===== config.mk =====
export PLATFORM = sky130hd
export DESIGN_NAME = mem_port_arbiter_flat
export DESIGN_NICKNAME = d
export VERILOG_FILES = /design/src/rtl/mem_port_arbiter_if.sv /design/src/rtl/mem_port_arbiter.sv /design/src/flat_wrapper.sv
export SDC_FILE = /design/constraint.sdc
export NUM_CORES = 1
export LEC_CHECK = 0
export CAP_MARGIN = 20
export CORE_UTILIZATION = 40
export CTS_CLUSTER_SIZE = 40
export DETAILED_ROUTE_END_ITERATION = 12
export PLACE_DENSITY = 0.69
export SLEW_MARGIN = 20
export SYNTH_ARGS = -nofsm -noshare
export SYNTH_HDL_FRONTEND = slang
export SYNTH_SLANG_ARGS = --single-unit

===== constraint.sdc =====
create_clock -name clk -period 7.6 [get_ports clk]
set_input_delay 1.52 -clock clk [delete_from_list [all_inputs] [get_ports clk]]
set_output_delay 1.52 -clock clk [all_outputs]
set_load 0.1 [all_outputs]

===== src/rtl/mem_port_arbiter_if.sv =====
// rtl/mem_port_arbiter_if.sv - LSQ-side and memory-side signal bundle of the data-memory port arbiter
interface mem_port_arbiter_if;
    logic        st_commit_valid;
    logic        st_commit_ready;
    logic [31:0] st_commit_addr;
    logic [31:0] st_commit_data;
    logic        st_commit_sh;

    logic        ld_req_valid;
    logic        ld_req_ready;
    logic [31:0] ld_req_addr;
    logic [2:0]  ld_req_func3;
    logic [6:0]  ld_req_pd;
    logic [4:0]  ld_req_rob;

    logic        mem_store_wb;
    logic [31:0] mem_st_addr;
    logic [31:0] mem_st_data;
    logic        mem_st_sh;
    logic        mem_load;
    logic [31:0] mem_ld_addr;
    logic [2:0]  mem_ld_func3;
    logic [6:0]  mem_ld_pd;
    logic [4:0]  mem_ld_rob;

    modport master (
        output st_commit_valid, st_commit_addr, st_commit_data, st_commit_sh,
        output ld_req_valid, ld_req_addr, ld_req_func3, ld_req_pd, ld_req_rob,
        input  st_commit_ready, ld_req_ready,
        input  mem_store_wb, mem_st_addr, mem_st_data, mem_st_sh,
        input  mem_load, mem_ld_addr, mem_ld_func3, mem_ld_pd, mem_ld_rob
    );

    modport slave (
        input  st_commit_valid, st_commit_addr, st_commit_data, st_commit_sh,
        input  ld_req_valid, ld_req_addr, ld_req_func3, ld_req_pd, ld_req_rob,
        output st_commit_ready, ld_req_ready,
        output mem_store_wb, mem_st_addr, mem_st_data, mem_st_sh,
        output mem_load, mem_ld_addr, mem_ld_func3, mem_ld_pd, mem_ld_rob
    );
endinterface


===== src/rtl/mem_port_arbiter.sv =====
// rtl/mem_port_arbiter.sv - store buffer plus load/store arbiter for the single data-memory port
// Optional perf counters are built when MEM_ARB_PERF_EN is defined.
module mem_port_arbiter #(
    parameter int SB_DEPTH     = 4,
    parameter int STARVE_LIMIT = 8,
    parameter int LOW_WATER    = 1
) (
    input  logic                clk,
    input  logic                reset,
    input  logic                flush,
    mem_port_arbiter_if.slave   bus,
    output logic                sb_empty,
    output logic [31:0]         perf_ld_stall,
    output logic [31:0]         perf_st_forced
);
    localparam int PTR_W = $clog2(SB_DEPTH);
    localparam int CNT_W = PTR_W + 1;
    localparam int SC_W  = $clog2(STARVE_LIMIT + 1);

    localparam logic [0:0] S_LOAD_PRI = 1'b0;
    localparam logic [0:0] S_DRAIN    = 1'b1;

    logic [31:0]      sb_addr [SB_DEPTH];
    logic [31:0]      sb_data [SB_DEPTH];
    logic             sb_sh   [SB_DEPTH];
    logic [PTR_W-1:0] head;
    logic [PTR_W-1:0] tail;
    logic [CNT_W-1:0] count;
    logic [CNT_W-1:0] count_after_pop;
    logic             sb_full;

    logic [0:0]       state;
    logic [0:0]       state_next;
    logic [SC_W-1:0]  starve_cnt;

    logic             hazard;
    logic             overlap;
    logic [32:0]      ld_lo;
    logic [32:0]      ld_hi;
    logic [32:0]      st_lo;
    logic [32:0]      st_hi;
    logic [PTR_W-1:0] rel;

    logic             drain_active;
    logic             ld_ok;
    logic             ld_grant;
    logic             st_grant;
    logic             push;
    logic             pop;

    assign sb_full  = (count == CNT_W'(SB_DEPTH));
    assign sb_empty = (count == '0);

    assign bus.st_commit_ready = !sb_full;
    assign bus.ld_req_ready    = ld_grant;

    // Byte-range overlap against every live SB entry; 33-bit bounds keep the top-of-memory case from wrapping.
    always_comb begin
        ld_lo   = {1'b0, bus.ld_req_addr};
        ld_hi   = ld_lo + ((bus.ld_req_func3 == 3'b100) ? 33'd0 : 33'd3);
        overlap = 1'b0;
        rel     = '0;
        st_lo   = '0;
        st_hi   = '0;
        for (int i = 0; i < SB_DEPTH; i++) begin
            rel   = PTR_W'(i) - head;
            st_lo = {1'b0, sb_addr[i]};
            st_hi = st_lo + (sb_sh[i] ? 33'd1 : 33'd3);
            if (({1'b0, rel} < count) && (st_lo <= ld_hi) && (ld_lo <= st_hi)) begin
                overlap = 1'b1;
            end
        end
        hazard = bus.ld_req_valid && overlap;
    end

    // DRAIN with nothing left to drain behaves as LOAD_PRI, so a blocked load can go the cycle its store leaves.
    assign drain_active    = (state == S_DRAIN) && !sb_empty;
    assign ld_ok           = bus.ld_req_valid && !flush && !hazard && (starve_cnt < SC_W'(STARVE_LIMIT));
    assign ld_grant        = !drain_active && ld_ok;
    assign st_grant        = !sb_empty && !ld_grant;
    assign push            = bus.st_commit_valid && !sb_full;
    assign pop             = st_grant;
    assign count_after_pop = count - CNT_W'(pop);

    always_comb begin
        state_next = state;
        if (drain_active) begin
            if (((count_after_pop <= CNT_W'(LOW_WATER)) && !hazard) || (count_after_pop == '0)) begin
                state_next = S_LOAD_PRI;
            end else begin
                state_next = S_DRAIN;
            end
        end else if (sb_full || hazard) begin
            state_next = S_DRAIN;
        end else begin
            state_next = S_LOAD_PRI;
        end
    end

    always_ff @(posedge clk) begin
        if (reset) begin
            state <= S_LOAD_PRI;
        end else begin
            state <= state_next;
        end
    end

    always_ff @(posedge clk) begin
        if (reset) begin
            starve_cnt <= '0;
        end else if (sb_empty || st_grant) begin
            starve_cnt <= '0;
        end else if (ld_grant && (starve_cnt < SC_W'(STARVE_LIMIT))) begin
            starve_cnt <= starve_cnt + 1'b1;
        end
    end

    always_ff @(posedge clk) begin
        if (reset) begin
            head  <= '0;
            tail  <= '0;
            count <= '0;
        end else begin
            if (push) begin
                tail <= tail + 1'b1;
            end
            if (pop) begin
                head <= head + 1'b1;
            end
            count <= count + CNT_W'(push) - CNT_W'(pop);
        end
    end

    // Entry storage needs no reset: liveness is tracked purely by head/count.
    always_ff @(posedge clk) begin
        if (push) begin
            sb_addr[tail] <= bus.st_commit_addr;
            sb_data[tail] <= bus.st_commit_data;
            sb_sh[tail]   <= bus.st_commit_sh;
        end
    end

    always_ff @(posedge clk) begin
        if (reset) begin
            bus.mem_store_wb <= 1'b0;
            bus.mem_st_addr  <= '0;
            bus.mem_st_data  <= '0;
            bus.mem_st_sh    <= 1'b0;
            bus.mem_load     <= 1'b0;
            bus.mem_ld_addr  <= '0;
            bus.mem_ld_func3 <= '0;
            bus.mem_ld_pd    <= '0;
            bus.mem_ld_rob   <= '0;
        end else begin
            bus.mem_store_wb <= st_grant;
            bus.mem_st_addr  <= st_grant ? sb_addr[head] : '0;
            bus.mem_st_data  <= st_grant ? sb_data[head] : '0;
            bus.mem_st_sh    <= st_grant ? sb_sh[head]   : 1'b0;
            bus.mem_load     <= ld_grant;
            bus.mem_ld_addr  <= ld_grant ? bus.ld_req_addr  : '0;
            bus.mem_ld_func3 <= ld_grant ? bus.ld_req_func3 : '0;
            bus.mem_ld_pd    <= ld_grant ? bus.ld_req_pd    : '0;
            bus.mem_ld_rob   <= ld_grant ? bus.ld_req_rob   : '0;
        end
    end

`ifdef MEM_ARB_PERF_EN
    logic st_forced;

    // In LOAD_PRI a store only beats an eligible load when the starve limit has been reached.
    assign st_forced = st_grant && (drain_active || (bus.ld_req_valid && !flush && !hazard));

    always_ff @(posedge clk) begin
        if (reset) begin
            perf_ld_stall  <= '0;
            perf_st_forced <= '0;
        end else begin
            if (bus.ld_req_valid && !ld_grant) begin
                perf_ld_stall <= perf_ld_stall + 32'd1;
            end
            if (st_forced) begin
                perf_st_forced <= perf_st_forced + 32'd1;
            end
        end
    end
`else
    assign perf_ld_stall  = '0;
    assign perf_st_forced = '0;
`endif

endmodule


===== src/flat_wrapper.sv =====
// flat-port wrapper written by rule: the top's interface ports become plain ports
module mem_port_arbiter_flat 
#(
    parameter int SB_DEPTH     = 4,
    parameter int STARVE_LIMIT = 8,
    parameter int LOW_WATER    = 1
)
  (clk, reset, flush, sb_empty, perf_ld_stall, perf_st_forced, bus_st_commit_valid, bus_st_commit_addr, bus_st_commit_data, bus_st_commit_sh, bus_ld_req_valid, bus_ld_req_addr, bus_ld_req_func3, bus_ld_req_pd, bus_ld_req_rob, bus_st_commit_ready, bus_ld_req_ready, bus_mem_store_wb, bus_mem_st_addr, bus_mem_st_data, bus_mem_st_sh, bus_mem_load, bus_mem_ld_addr, bus_mem_ld_func3, bus_mem_ld_pd, bus_mem_ld_rob);
  mem_port_arbiter_if bus_i ();
  input  logic clk;
  input  logic reset;
  input  logic flush;
  output logic sb_empty;
  output logic [31:0] perf_ld_stall;
  output logic [31:0] perf_st_forced;
  input wire logic [$bits(bus_i.st_commit_valid)-1:0] bus_st_commit_valid;
  input wire logic [$bits(bus_i.st_commit_addr)-1:0] bus_st_commit_addr;
  input wire logic [$bits(bus_i.st_commit_data)-1:0] bus_st_commit_data;
  input wire logic [$bits(bus_i.st_commit_sh)-1:0] bus_st_commit_sh;
  input wire logic [$bits(bus_i.ld_req_valid)-1:0] bus_ld_req_valid;
  input wire logic [$bits(bus_i.ld_req_addr)-1:0] bus_ld_req_addr;
  input wire logic [$bits(bus_i.ld_req_func3)-1:0] bus_ld_req_func3;
  input wire logic [$bits(bus_i.ld_req_pd)-1:0] bus_ld_req_pd;
  input wire logic [$bits(bus_i.ld_req_rob)-1:0] bus_ld_req_rob;
  output wire logic [$bits(bus_i.st_commit_ready)-1:0] bus_st_commit_ready;
  output wire logic [$bits(bus_i.ld_req_ready)-1:0] bus_ld_req_ready;
  output wire logic [$bits(bus_i.mem_store_wb)-1:0] bus_mem_store_wb;
  output wire logic [$bits(bus_i.mem_st_addr)-1:0] bus_mem_st_addr;
  output wire logic [$bits(bus_i.mem_st_data)-1:0] bus_mem_st_data;
  output wire logic [$bits(bus_i.mem_st_sh)-1:0] bus_mem_st_sh;
  output wire logic [$bits(bus_i.mem_load)-1:0] bus_mem_load;
  output wire logic [$bits(bus_i.mem_ld_addr)-1:0] bus_mem_ld_addr;
  output wire logic [$bits(bus_i.mem_ld_func3)-1:0] bus_mem_ld_func3;
  output wire logic [$bits(bus_i.mem_ld_pd)-1:0] bus_mem_ld_pd;
  output wire logic [$bits(bus_i.mem_ld_rob)-1:0] bus_mem_ld_rob;
  assign bus_i.st_commit_valid = bus_st_commit_valid;
  assign bus_i.st_commit_addr = bus_st_commit_addr;
  assign bus_i.st_commit_data = bus_st_commit_data;
  assign bus_i.st_commit_sh = bus_st_commit_sh;
  assign bus_i.ld_req_valid = bus_ld_req_valid;
  assign bus_i.ld_req_addr = bus_ld_req_addr;
  assign bus_i.ld_req_func3 = bus_ld_req_func3;
  assign bus_i.ld_req_pd = bus_ld_req_pd;
  assign bus_i.ld_req_rob = bus_ld_req_rob;
  assign bus_st_commit_ready = bus_i.st_commit_ready;
  assign bus_ld_req_ready = bus_i.ld_req_ready;
  assign bus_mem_store_wb = bus_i.mem_store_wb;
  assign bus_mem_st_addr = bus_i.mem_st_addr;
  assign bus_mem_st_data = bus_i.mem_st_data;
  assign bus_mem_st_sh = bus_i.mem_st_sh;
  assign bus_mem_load = bus_i.mem_load;
  assign bus_mem_ld_addr = bus_i.mem_ld_addr;
  assign bus_mem_ld_func3 = bus_i.mem_ld_func3;
  assign bus_mem_ld_pd = bus_i.mem_ld_pd;
  assign bus_mem_ld_rob = bus_i.mem_ld_rob;
  mem_port_arbiter #(.SB_DEPTH(SB_DEPTH), .STARVE_LIMIT(STARVE_LIMIT), .LOW_WATER(LOW_WATER)) u_core (.clk(clk), .reset(reset), .flush(flush), .bus(bus_i), .sb_empty(sb_empty), .perf_ld_stall(perf_ld_stall), .perf_st_forced(perf_st_forced));
endmodule

After elaboration in Yosys (flattened, before gate mapping)

Memories as Yosys holds them, arrays and structs flattened. A register that Yosys moved wholly into a read port is not among the register bits.
Index checks and enable logic that the tools add are counted.

Add/subtract/negate cells: 15
Magnitude comparators: 14
Equal/unequal tests: 2
Multiplexer cells: 14
Bitwise logic cells: 2
Reduce and logical (&&, ||, !) cells: 32

Operators by type and width:

| operator                                                               | number |
|---|---|
| 32-bit by 33-bit <= comparator with 1-bit output                       | 8 |
| 32-bit by 33-bit adder with 33-bit output                              | 5 |
| 1-bit logical AND                                                      | 18 |
| 2-bit by 3-bit < comparator with 1-bit output                          | 4 |
| 2-bit two-way mux                                                      | 5 |
| 1-bit two-way mux                                                      | 9 |
| 3-bit equality test (second input constant)                            | 2 |
| 1-bit logical NOT                                                      | 6 |
| 3-bit logical NOT                                                      | 2 |
| 2-bit OR reduction                                                     | 3 |
| 3-bit by 1-bit subtractor with 3-bit output                            | 2 |
| 2-bit by 1-bit adder with 2-bit output (second input constant)         | 2 |
| 4-bit by 1-bit adder with 4-bit output (second input constant)         | 1 |
| 4-bit < comparator (second input constant)                             | 1 |
| 1-bit by 2-bit subtractor with 2-bit output (first input constant)     | 2 |
| 2-bit subtractor (first input constant)                                | 2 |
| 3-bit by 1-bit adder with 3-bit output                                 | 1 |
| 3-bit by 1-bit <= comparator with 1-bit output (second input constant) | 1 |
| 1-bit logical OR                                                       | 3 |
| 1-bit NOT                                                              | 2 |

Flip-flop bits (word level): 61
Memory bits (writable): 260
Input bits: 117
Output and inout port bits: 181
Word-level logic and storage cells: 93
Memories: 3

Memories:

| name           | words | width | read ports | clocked after memory_dff | wr ports | line                   | text |
|---|---|---|---|---|---|---|---|
| u_core.sb_addr | 4     | 32    | 5          | 1                        | 1        | mem_port_arbiter.sv:23 | `logic [31:0] sb_addr [SB_DEPTH];` |
| u_core.sb_data | 4     | 32    | 1          | 1                        | 1        | mem_port_arbiter.sv:24 | `logic [31:0] sb_data [SB_DEPTH];` |
| u_core.sb_sh   | 4     | 1     | 5          | 1                        | 1        | mem_port_arbiter.sv:25 | `logic sb_sh [SB_DEPTH];` |

Longest topological paths before layout

Gate-level depths: netlist of the first run.

Depth in word-level cells: 23
Depth in mapped cells: 28
Depth with buffers taken out: 28

Least setup slack after synthesis of the first run

OpenSTA, ideal clock, no wires.

Path type: input to output
Start: input port bus_ld_req_func3[1]
End: output port bus_ld_req_ready
Arrival: 7070 ps
Required time: 6080 ps
Setup slack: -990 ps
Stages on the path: 17
Buffers on the path: 0
Cell sequence: nor2_1 -> nand2_1 -> ha_1 -> a21oi_1 -> nor2_1 -> nand3_1 -> nor3_1 -> and4_1 -> xnor2_1 -> ha_1 -> and4_1 -> nand4_1 -> nor3_1 -> a31o_2 -> o311ai_0 -> nand4_2 -> a211oi_1

Cells in the longest elaborated chain, start to end: 15
Elaborated cells on any way between the ends: 24

Ends and longest elaborated chain:

| element                                          | line                   | text |
|---|---|---|
| from (decl)                                      | flat_wrapper.sv:22     | `input wire logic [$bits(bus_i.ld_req_func3)-1:0] bus_ld_req_func3;` |
| 3-bit equality test (*)                          | mem_port_arbiter.sv:60 | `ld_hi = ld_lo + ((bus.ld_req_func3 == 3'b100) ? 33'd0 : 33'd3);` |
| 2-bit two-way mux (*)                            | mem_port_arbiter.sv:60 |  |
| 32-bit by 33-bit adder with 33-bit output (*)    | mem_port_arbiter.sv:60 |  |
| 32-bit by 33-bit <= comparator with 1-bit output | mem_port_arbiter.sv:69 | `if (({1'b0, rel} < count) && (st_lo <= ld_hi) && (ld_lo <= st_hi)) begin` |
| 1-bit logical AND (2 in series)                  | mem_port_arbiter.sv:69 |  |
| 1-bit two-way mux (3 in series)                  | mem_port_arbiter.sv:69 |  |
| 1-bit two-way mux (*)                            | mem_port_arbiter.sv:69 |  |
| 1-bit logical AND (*)                            | mem_port_arbiter.sv:73 | `hazard = bus.ld_req_valid && overlap;` |
| 1-bit logical NOT (*)                            | mem_port_arbiter.sv:78 | `assign ld_ok = bus.ld_req_valid && !flush && !hazard && (starve_cnt < SC_W'(STARVE_LIMIT));` |
| 1-bit logical AND (*) (2 in series)              | mem_port_arbiter.sv:78 |  |
| 1-bit logical AND (*)                            | mem_port_arbiter.sv:79 | `assign ld_grant = !drain_active && ld_ok;` |
| to (decl)                                        | flat_wrapper.sv:26     | `output wire logic [$bits(bus_i.ld_req_ready)-1:0] bus_ld_req_ready;` |

Every way passes the cells marked *; elsewhere a longest branch is shown, timed or not.

Worst setup path in the final report of the first run

Same ends and word-level chain as after synthesis.

==> reports/results.tsv, run 1 <==
stage	metric	value	unit
worst_setup_path	WP data arrival	5.89	ns
floorplan	Ports	298	
power_and_ir_drop	Peak VDD IR	0.3786	mV
yosys	syn_area_per_cell	11.98	sq um
floorplan	Std-Cell Rows	86	
global_route	GRT Residual Overflow	0	
global_route	first-pass GRT wire length	100100	um
worst_hold_path	HP Class	register to register	
cts	hold_buf cts	0	
worst_setup_path	WS Path Type	primary input to output port	
layout	layout cells sized above 1	13.35	%
layout	area delta synth->final	23.96	%
cts	Clock Latency Late Sink	0.57	ns
global_route	largest net degree at the start of global routing	40	
layout	final net count	2606	
yosys	Mapped Area	22330	sq um
power_and_ir_drop	Internal Pwr Total	4.925	mW
cts	CTS buffer count	41	
cts	clk root buf	clkbuf_16	
route	detail-routed via count per cell	5.415	
route	DR pass1 iterations	5	
timing	Tmin final	7.413	ns
timing	Final Setup Violations	0	
power_and_ir_drop	Switching Share	40.00	%
yosys	#FFs+latches synth	386	
yosys	ranking of synthesized cells by area	edfxtp_1 (35%), ha_1 (15%), dfxtp_1 (11%), mux4_2 (6.6%), xor2_1 (4.4%)	
layout	ANT cells	0	
worst_setup_path	Startpoint Class	primary input	
timing	worst hold slack	0.4897	ns
yosys	post-synth cell types	70	
route	final antenna-violating net count	0	
route	Top Layer Used	met5	
status	outcome	finished, final reports clean	
place	pre-CTS setup slack	-0.3211	ns
worst_setup_path	worst setup path startpoint	bus_ld_req_func3[1]	
worst_setup_path	worst-path fanout max	4	
power_and_ir_drop	combinational share of power	39.7	%
power_and_ir_drop	leak pwr	10.53	nW
place	routability cong.	0.9615	
cts	TritonCTS clock tree	built	
route	met1 wire length	28770	um
yosys	EDFF count, synth	260	
yosys	register area share after synthesis	46.27	%
yosys	Synth warnings	0	
flow_run	max-cap violation count	0	
floorplan	starting density of the core	40.53	%
global_route	initial antenna violation count	2	
cts	Clock Sinks	386	
power_and_ir_drop	Power Dens Cells	296.6	nW/um^2
route	routed wire length	67050	um
floorplan	core area	55090	sq um
worst_setup_path	worst endpoint required time	6.08	ns
timing	period utilisation layout	97.54	%
timing	Achievable Freq	0.1349	GHz
route	met2 WL	31680	um
worst_setup_path	reg2reg start	u_core.sb_addr[1][1]$_DFFE_PP_	
timing	fin. max-slew vios	0	
worst_setup_path	Crit. End Element	output port	
floorplan	Die X-Extent	238.3	um
floorplan	die extent in y	238.3	um
place	Buffers on Ports	233	
global_route	vias in the first global route	16550	
power_and_ir_drop	share of power burned in registers	34.8	%
route	Avg WL per Cell	22.44	um
route	Vias	16180	
floorplan	die area	56770	sq um
layout	fill cell count	4881	
yosys	Top FF cell, synth	edfxtp_1	
yosys	Syn Inst Count	1863	
yosys	share of flip-flops with an asynchronous set or reset	0	%
place	DPL Wire Length	51070	um
timing	final hold vios	0	
worst_hold_path	startpoint of the worst hold path	u_core.starve_cnt[0]$_SDFFE_PP0P_	
layout	fin util	50.24	%
timing	Slew headroom	26.53	%
yosys	Synth top area share	34.97	%
cts	Reg clk slew, reported paths	0.06	ns
power_and_ir_drop	Net Sw Power	3.283	mW
timing	Least-Margin Pin Slew	1.099	ns
route	metal3 WL	4287	um
cts	Max Root-Sink Buffers	3	
yosys	Synth area leader	edfxtp_1	
power_and_ir_drop	Clk pwr share	25.5	%
route	Iter 0 DRT Violations	812	
route	drc violations	0	
timing	clk_skew	0.01755	ns
global_route	GRT Util Overall	23.48	%
timing	setup ws final	0.1867	ns
cts	H-tree depth	2	
==> cell families after synthesis <==
kind of cell,share of synthesized area [%]
xor+xnor,6.119
compound gates,6.596
flops,46.27
simple gates,14.54
other cells,0.01680
mux,6.657
fa+ha+maj,15.95
buf+inv,3.855
==> power groups by stage <==
stage	registers, mW	clock network (mW)	logic (mW)
floorplan	3.76	0	1.45
global placement	2.90	0	3.20
detailed placement	2.91	0	3.23
CTS	2.87	2.14	3.26
global route	2.90	2.21	3.45
finish	2.86	2.09	3.26
==> routing by layer <==
layer,track usage (%),up-vias
met5,0,-
met4,8.178,4
met3,5.356,125
met2,39.16,527
met1,29.86,7961
li1,-,7564
==> layout by cell type (no fill, tap or decap), types with 5 or more instances in the layout <==
master	n
a211oi_1	11
a21o_1	28
a21oi_1	97
a31oi_1	6
and2_1	55
and3_1	32
and4_1	31
buf_4	103
clkbuf_1	5
clkbuf_16	42
clkbuf_8	11
clkdlybuf4s50_1	231
clkinv_2	7
conb_1	64
dfxtp_1	124
edfxtp_1	260
fa_1	5
ha_1	273
inv_1	44
mux4_2	65
nand2_1	117
nand2b_1	7
nand3_1	84
nand4_1	66
nor2_1	63
nor2b_1	77
nor3_1	13
nor4_1	6
o211ai_1	5
o21ai_0	45
xnor2_1	45
xor2_1	102
xor2_2	8
==> flip-flops by register name (all words and copies together), names as in the netlist <==
name	cells
u_core.sb_addr	128
u_core.bus.mem_ld_pd	7
u_core.bus.mem_store_wb	1
u_core.sb_sh	4
u_core.state	1
u_core.sb_data	128
u_core.bus.mem_st_data	32
u_core.bus.mem_st_addr	32
u_core.bus.mem_load	1
u_core.count	3
u_core.bus.mem_ld_func3	3
u_core.bus.mem_ld_addr	32
u_core.tail	2
u_core.starve_cnt	4
u_core.head	2
u_core.bus.mem_st_sh	1
u_core.bus.mem_ld_rob	5
==> final cells by class <==
cell class	count	area, sq um	share of cell area [%]
tap	748	935.9	3.382
inverter	44	165.2	0.5967
multi-input combinational	1395	11630	42.01
clock inverter	17	201.4	0.7278
sequential	386	10340	37.35
clock buffer	58	1221	4.412
timing repair buffer	340	3189	11.52
==> metrics by stage <==
step	setup TNS, ns	total power, mW	cells	instance area [sq um]
global route	-0.03353	8.560	2988	27680
finish	0	8.208	2988	27680
CTS	0	8.261	2983	27450
detailed placement	-0.8094	6.141	2907	25960
global placement	-0.4223	6.093	2907	25960
floorplan	0	5.217	1926	22580
==> path summary, 6_finish.rpt <==
| path | depth (start not counted) | slack (ns) | to |
|---|---|---|---|
| hold reg to reg | 1 | 0.49 | u_core.starve_cnt[0]$_SDFFE_PP0P_ |
| setup reg to reg | 27 | 1.02 | u_core.state$_SDFF_PP0_ |
| setup / recovery | 23 | 0.19 | bus_ld_req_ready |
| hold / removal | 1 | 0.49 | u_core.starve_cnt[0]$_SDFFE_PP0P_ |
==> worst max-delay path, stage by stage <==
cell and delay, ns:
clkdlybuf4s50_1 0.45, nor2_4 0.16, nand2_4 0.10, buf_4 0.16, ha_1 0.27, a21oi_1 0.10
nor2_1 0.14, nand3_1 0.12, nor3_2 0.12, buf_4 0.17, buf_12 0.11, nand3_1 0.11
xor2_2 0.26, ha_1 0.29, o21ai_0 0.17, nand2b_1 0.08, a31o_1 0.26, or4b_1 0.54
a211oi_2 0.20, o22ai_2 0.13, nand4_4 0.16, a211oi_4 0.06, buf_12 0.19
==> synthesized netlist by cell type, drive strengths merged, types with 5 or more instances <==
master,count
buf,80
nor3,16
nand2b,7
inv,44
a211oi,15
o211ai,5
a31oi,6
a21o,28
and3,36
nand2,120
clkbuf,21
edfxtp,260
mux4,65
nand4,67
xnor2,45
and4,32
o21ai,46
xor2,111
nor2,67
ha,275
a21oi,99
dfxtp,126
nor4,10
and2,56
nand3,85
nor2b,77
fa,6
==> what timing repair did <==
item | 4_1_cts | 5_1_grt
gates resized for setup | 11 | 33
endpoints found under the setup margin | 1 | 1
setup buffers | 1 | 5
pin swaps | 1 | 20
gates cloned | 0 | 0
(Power assumes the default switching activity.)
==> run 2: changes to the inputs <==
--- a/config.mk
+++ b/config.mk
@@ -7,6 +7,7 @@
 export LEC_CHECK = 0
 export CAP_MARGIN = 20
 export CORE_UTILIZATION = 40
+export CTS_BUF_LIST = sky130_fd_sc_hd__clkbuf_4
 export CTS_CLUSTER_SIZE = 40
 export DETAILED_ROUTE_END_ITERATION = 12
 export PLACE_DENSITY = 0.69
==> run 2 against run 1 <==
Total power fell by 2.5%. Sequential power barely moved. Design area shrank 0.26%. Sequential cell count stayed put. Global-route usage is 0.40 points higher. Critical path depth decreased by 3. Wire length increased by 0.98%. Sequential share of layout area grew 0.098 points. Final cell count rose by 3.8%. Setup slack better by 0.015 ns. First-iteration DRC count up 8.9%. Register-to-register slack better by 0.31 ns. Critical endpoint unchanged.
==> reports/results.tsv, run 2 (synthesized netlist as in run 1, its figures left out) <==
stage	metric	value	unit	change
floorplan	Die X-Extent	238.3	um	unchanged
global_route	largest net degree at the start of global routing	40		unchanged
layout	Non-Filler Instances	3102		was 2988
place	dpl cells	2907		unchanged
worst_setup_path	critical path's slowest cell	clkdlybuf4s50_1		was or4b_1
place	DPL Wire Length	51070	um	unchanged
cts	clk root buf	clkbuf_4		was clkbuf_16
timing	Final Setup Violations	0		unchanged
layout	most common cell after layout, fill and taps aside	ha_1		unchanged
cts	Clock Latency Late Sink	0.89	ns	was 0.57 ns
timing	Tmin final	7.399	ns	was 7.413 ns
timing	Least-Margin Pin Slew	1.099	ns	about the same
cts	H-tree depth	3		was 2
power_and_ir_drop	total power	7.999	mW	was 8.208 mW
timing	clk_skew	0.06964	ns	was 0.01755 ns
status	outcome	finished, final reports clean		unchanged
floorplan	die extent in y	238.3	um	unchanged
worst_setup_path	worst-path fanout max	3		was 4
cts	Clock Sinks	386		unchanged
global_route	vias in the first global route	17040		was 16.55k
timing	fin. max-slew vios	0		unchanged
floorplan	core area	55090	sq um	unchanged
worst_setup_path	Crit. End Element	output port		unchanged
flow_run	max-cap violation count	0		unchanged
worst_hold_path	HP Class	register to register		unchanged
global_route	GRT Residual Overflow	0		unchanged
place	Buffers on Ports	233		unchanged
route	DR pass1 iterations	5		unchanged
cts	TritonCTS clock tree	built		unchanged
floorplan	Std-Cell Rows	86		unchanged
place	dpl cell area	25960	sq um	unchanged
layout	fin area	27600	sq um	was 27680 sq um
worst_setup_path	Max stage delay on crit path	0.63	ns	was 0.54 ns
cts	CTS buffer count	100		was 41
layout	final net count	2665		was 2606
global_route	GRT Util Overall	23.88	%	was 23.48%
cts	Reg clk slew, reported paths	0.06	ns	about the same
layout	area delta synth->final	23.63	%	was 23.96%
timing	final hold vios	0		unchanged
worst_setup_path	worst endpoint required time	6.08	ns	about the same
power_and_ir_drop	Power Dens Cells	289.8	nW/um^2	was 296.6 nW/um^2
floorplan	Ports	298		unchanged
timing	Achievable Freq	0.1352	GHz	was 0.1349 GHz
timing	Slew headroom	26.52	%	was 26.53%
worst_setup_path	Worst Path Buf+Inv	4		was 5
worst_setup_path	worst path cell trace	clkdlybuf4s50_1, ha_4, fa_2, and4_4, nand2_2, nor3_4, buf_4, nand4_1, xor2_1, ha_1, nand4_1, nor4_4, buf_4, nand2_1, a21oi_2, nor3_2, o32ai_2, nand4_4, a211oi_4, buf_12		was clkdlybuf4s50_1, nor2_4, nand2_4, buf_4, ha_1, a21oi_1, nor2_1, nand3_1, nor3_2, buf_4, buf_12, nand3_1, xor2_2, ha_1, o21ai_0, nand2b_1, a31o_1, or4b_1, a211oi_2, o22ai_2, nand4_4, a211oi_4, buf_12
layout	fin util	50.10	%	was 50.24%
floorplan	starting density of the core	40.53	%	unchanged
route	final antenna-violating net count	0		unchanged
route	Iter 0 DRT Violations	884		was 812
route	Avg WL per Cell	21.83	um	was 22.44 um
power_and_ir_drop	Peak VDD IR	0.3583	mV	was 0.3786 mV
route	detail-routed via count per cell	5.358		was 5.415
layout	layout cells sized above 1	16.84	%	was 13.35%
worst_setup_path	Top delay family on crit path	simple AND/OR/NAND/NOR gates		unchanged
timing	setup TNS	0	ns	unchanged
global_route	first-pass GRT wire length	101400	um	was 100100 um
route	drc violations	0		unchanged
layout	Top Registers	u_core.sb_addr x128, u_core.sb_data x128		unchanged
worst_setup_path	WP data arrival	5.88	ns	was 5.89 ns
route	routed wire length	67710	um	was 67050 um
place	routability cong.	0.9615		unchanged
layout	most frequent cells in the layout	ha_1 (274), edfxtp_1 (260), clkdlybuf4s50_1 (230)		was ha_1 (273), edfxtp_1 (260), clkdlybuf4s50_1 (231)
power_and_ir_drop	leak pwr	10.64	nW	was 10.53 nW
cts	Max Root-Sink Buffers	3		unchanged
worst_setup_path	WS Path Type	primary input to output port		unchanged
route	Vias	16620		was 16.18k
timing	period utilisation layout	97.35	%	was 97.54%
floorplan	die area	56770	sq um	unchanged
worst_setup_path	Startpoint Class	primary input		unchanged
global_route	initial antenna violation count	4		was 2
run 2: cell count changes in the layout (fill, tap and decap cells not counted), sizes merged:
cell,change
diode,+3
clkinv,+21
clkdlybuf4s50,-1
dlymetal6s2s,+1
bufinv,-2
clkbuf,+93
inv,+2
clkinvlp,-3
run 2: path summary, 6_finish.rpt:
kind / from / end / slack [ns] / cells after the start
min: u_core.starve_cnt[0]$_SDFFE_PP0P_ / u_core.starve_cnt[0]$_SDFFE_PP0P_ / 0.48 / 1
max reg2reg: u_core.sb_addr[3][1]$_DFFE_PP_ / u_core.state$_SDFF_PP0_ / 1.33 / 28
max: bus_ld_req_addr[0] / bus_ld_req_ready / 0.20 / 20
min reg2reg: u_core.starve_cnt[0]$_SDFFE_PP0P_ / u_core.starve_cnt[0]$_SDFFE_PP0P_ / 0.48 / 1
run 2: where the power goes:
part	switching, mW	total [mW]	internal (mW)
registers	0.282	2.86	2.58
logic	2.16	3.25	1.09
clock network	0.900	1.89	0.990
run 2: metal layers:
| layer | share of wire, % | up-vias | GRT usage [%] |
|---|---|---|---|
| li1 | - | 7762 | - |
| met1 | 42 | 8102 | 29.70 |
| met2 | 47 | 608 | 39.47 |
| met3 | 7.5 | 144 | 6.583 |
| met4 | 3.7 | 4 | 8.936 |
| met5 | 0.034 | - | 0 |
run 2: per-stage QoR:
step,setup WS (ns),hold WS [ns]
2_1_floorplan,0.3673,0.4408
3_3_place_gp,-0.2623,0.4645
3_5_place_dp,-0.3211,0.4655
4_1_cts,0.02759,0.4783
5_1_grt,-0.01067,0.5114
6_report,0.2015,0.4814
run 2: cell type report:
type / count / area, sq um
multi-input combinational: 1395 / 11610
clock buffer: 151 / 1134
antenna: 3 / 7.507
tap: 748 / 935.9
fill: 4976 / 27490
clock inverter: 35 / 230.2
sequential: 386 / 10340
inverter: 44 / 165.2
timing repair buffer: 340 / 3179
run 2: what timing repair did:
action | CTS | global route
buffers inserted | 2 | 4
cloned | 0 | 0
hold endpoints to repair | 0 | 0
hold buffers | 0 | 0
endpoints found under the setup margin | 1 | 1
pin swaps | 1 | 19
resized for setup | 14 | 33
run 2: worst reg2reg max path: cells and delay by family, from the launching register on:
| kind | cells | cell delay, ns |
|---|---|---|
| simple gates | 12 | 2.87 |
| compound gates | 9 | 1.39 |
| fa+ha+maj | 4 | 1.11 |
| flops | 1 | 0.43 |
| buf+inv | 2 | 0.23 |
| xor+xnor | 1 | 0.17 |
==> run 3: changes to the inputs <==
--- a/config.mk
+++ b/config.mk
@@ -15,3 +15,4 @@
 export SYNTH_ARGS = -nofsm -noshare
 export SYNTH_HDL_FRONTEND = slang
 export SYNTH_SLANG_ARGS = --single-unit
+export TNS_END_PERCENT = 100
==> constraint.sdc (replaced) <==
create_clock -name clk -period 9.6 [get_ports clk]
set_input_delay 1.92 -clock clk [delete_from_list [all_inputs] [get_ports clk]]
set_output_delay 1.92 -clock clk [all_outputs]
set_load 0.1 [all_outputs]
==> run 3 against run 2 <==
Core utilization fell by 1.4 points. Critical path type unchanged. Clock power fell by 21%. Sequential power fell by 21%. Final cell count fell by 2.3%. Total power fell by 22%. Global-route usage fell by 0.40 points. Critical path depth did not move.
==> reports/results.tsv, run 3 (synthesized netlist as in run 1, its figures left out) <==
stage	metric	value	unit	change
status	outcome	finished, final reports clean		unchanged
cts	Max Root-Sink Buffers	3		unchanged
power_and_ir_drop	Peak VDD IR	0.1983	mV	was 0.3583 mV
layout	most common cell after layout, fill and taps aside	ha_1		unchanged
layout	most frequent cells in the layout	ha_1 (275), edfxtp_1 (260), clkdlybuf4s50_1 (232)		was ha_1 (274), edfxtp_1 (260), clkdlybuf4s50_1 (230)
place	Buffers on Ports	233		unchanged
global_route	first-pass GRT wire length	99820	um	was 101400 um
layout	fill cell count	5013		was 4976
timing	Slew headroom	23.59	%	was 26.52%
route	Vias	16290		was 16.62k
global_route	largest net degree at the start of global routing	51		was 40
timing	final hold vios	0		unchanged
timing	Achievable Freq	0.1106	GHz	
worst_setup_path	Startpoint Class	primary input		unchanged
global_route	GRT Residual Overflow	0		unchanged
floorplan	die area	56770	sq um	unchanged
worst_setup_path	worst-path fanout max	5		was 3
place	dpl cells	2839		was 2907
floorplan	core area	55090	sq um	unchanged
route	Iter 0 DRT Violations	1028		was 884
cts	hold_buf cts	0		unchanged
worst_setup_path	Crit. End Element	output port		unchanged
timing	period utilisation layout	94.15	%	
floorplan	Ports	298		unchanged
layout	Non-Filler Instances	3030		was 3102
timing	fin. max-slew vios	0		unchanged
cts	Post-CTS Resized	0		was 14
timing	RSZ-0062 raised after global routing	false		
cts	postcts setup bufs	0		was 2
cts	Clock Sinks	386		unchanged
floorplan	Std-Cell Rows	86		unchanged
timing	Tmin final	9.039	ns	
timing	clk_skew	0.08449	ns	was 0.06964 ns
layout	final net count	2591		was 2665
place	DPL Wire Length	49490	um	was 51070 um
cts	CTS buffer count	100		unchanged
floorplan	Die X-Extent	238.3	um	unchanged
layout	layout cells sized above 1	12.15	%	was 16.84%
power_and_ir_drop	leak pwr	10.19	nW	was 10.64 nW
timing	setup TNS	0	ns	unchanged
place	routability cong.	0.9764		was 0.9615
cts	H-tree depth	3		unchanged
route	final antenna-violating net count	0		unchanged
flow_run	max-cap violation count	0		unchanged
route	Avg WL per Cell	21.78	um	was 21.83 um
route	drc violations	0		unchanged
route	DR pass1 iterations	5		unchanged
cts	Reg clk slew, reported paths	0.06	ns	about the same
worst_setup_path	worst endpoint required time	7.68	ns	was 6.08 ns
cts	clk root buf	clkbuf_4		unchanged
power_and_ir_drop	Power Dens Cells	233.4	nW/um^2	was 289.8 nW/um^2
timing	Least-Margin Pin Slew	1.137	ns	was 1.099 ns
global_route	GRT Util Overall	23.48	%	was 23.88%
worst_setup_path	WS Path Type	primary input to output port		unchanged
global_route	vias in the first global route	16830		was 17.04k
floorplan	starting density of the core	40.53	%	unchanged
layout	area delta synth->final	20.18	%	was 23.63%
cts	TritonCTS clock tree	built		unchanged
route	detail-routed via count per cell	5.377		was 5.358
timing	Final Setup Violations	0		unchanged
global_route	initial antenna violation count	3		was 4
layout	Reg area	10340	sq um	unchanged
route	routed wire length	65990	um	was 67710 um
floorplan	die extent in y	238.3	um	unchanged
layout	Multi-input gate area	11400	sq um	was 11610 sq um
worst_hold_path	HP Class	register to register		unchanged
worst_setup_path	WP data arrival	7.12	ns	was 5.88 ns
layout	Top Registers	u_core.sb_addr x128, u_core.sb_data x128		unchanged
cts	Clock Latency Late Sink	0.89	ns	about the same
-- run 3: critical path, cell delays in order --
cell and delay, ns:
clkdlybuf4s50_1 0.42, nor2_1 0.21, nand2_1 0.23, ha_1 0.28, fa_1 0.50, and4_1 0.23, nand2_1 0.15, nor3_1 0.07
buf_4 0.17, nand4_1 0.10, xor2_1 0.37, ha_1 0.33, and4_1 0.22, nand2_1 0.08, nor2_1 0.10, a31o_2 0.27
o311ai_0 0.47, nand4_2 0.34, a211oi_1 0.42, buf_12 0.23
-- run 3: routing by layer --
metal  share of wire (%)  track usage (%)  vias to the layer above
li1                    -                -                     7608
met2                  48            39.30                      598
met4                 2.9            9.188                        4
met5               0.038                0                        -
met1                  42            29.08                     7969
met3                 7.3            5.796                      112
-- run 3: worst paths after layout --
check / to / cells after the start / slack (ns) / from
worst max-delay path: bus_ld_req_ready / 20 / 0.56 / bus_ld_req_func3[1]
worst max register to register: u_core.state$_SDFF_PP0_ / 27 / 2.67 / u_core.sb_addr[3][1]$_DFFE_PP_
worst min register to register: u_core.starve_cnt[0]$_SDFFE_PP0P_ / 1 / 0.48 / u_core.starve_cnt[0]$_SDFFE_PP0P_
worst min-delay path: u_core.starve_cnt[0]$_SDFFE_PP0P_ / 1 / 0.48 / u_core.starve_cnt[0]$_SDFFE_PP0P_
-- run 3: area by class of cell --
| class | count | area share [%] |
|---|---|---|
| Multi-Input combinational cell | 1395 | 42.48 |
| Sequential cell | 386 | 38.52 |
| Timing Repair Buffer | 266 | 9.699 |
| Clock buffer | 139 | 3.889 |
| Tap cell | 748 | 3.488 |
| Clock inverter | 49 | 1.273 |
| Inverter | 44 | 0.6155 |
| Antenna cell | 3 | 0.02798 |
-- run 3: where the power goes --
| part | internal, mW | leakage [nW] | switching, mW |
|---|---|---|---|
| combinational | 0.810 | 5.97 | 1.70 |
| clock | 0.814 | 0.808 | 0.688 |
| sequential | 2.04 | 3.41 | 0.216 |
| total | 3.66 | 10.2 | 2.60 |
-- run 3: stage by stage --
stage          total power, mW  util (%)  setup WS, ns  cell area [sq um]  hold slack, ns
2_1_floorplan            4.124         -        0.2099              22560          0.4408
5_1_grt                  6.582     48.70        0.1628              26830          0.5316
3_3_place_gp             4.762     46.17        0.6176              25440          0.4545
4_1_cts                  6.338     48.69        0.5419              26830          0.4742
6_report                 6.263     48.71        0.5615              26830          0.4834
3_5_place_dp             4.798     46.18        0.5783              25440          0.4643
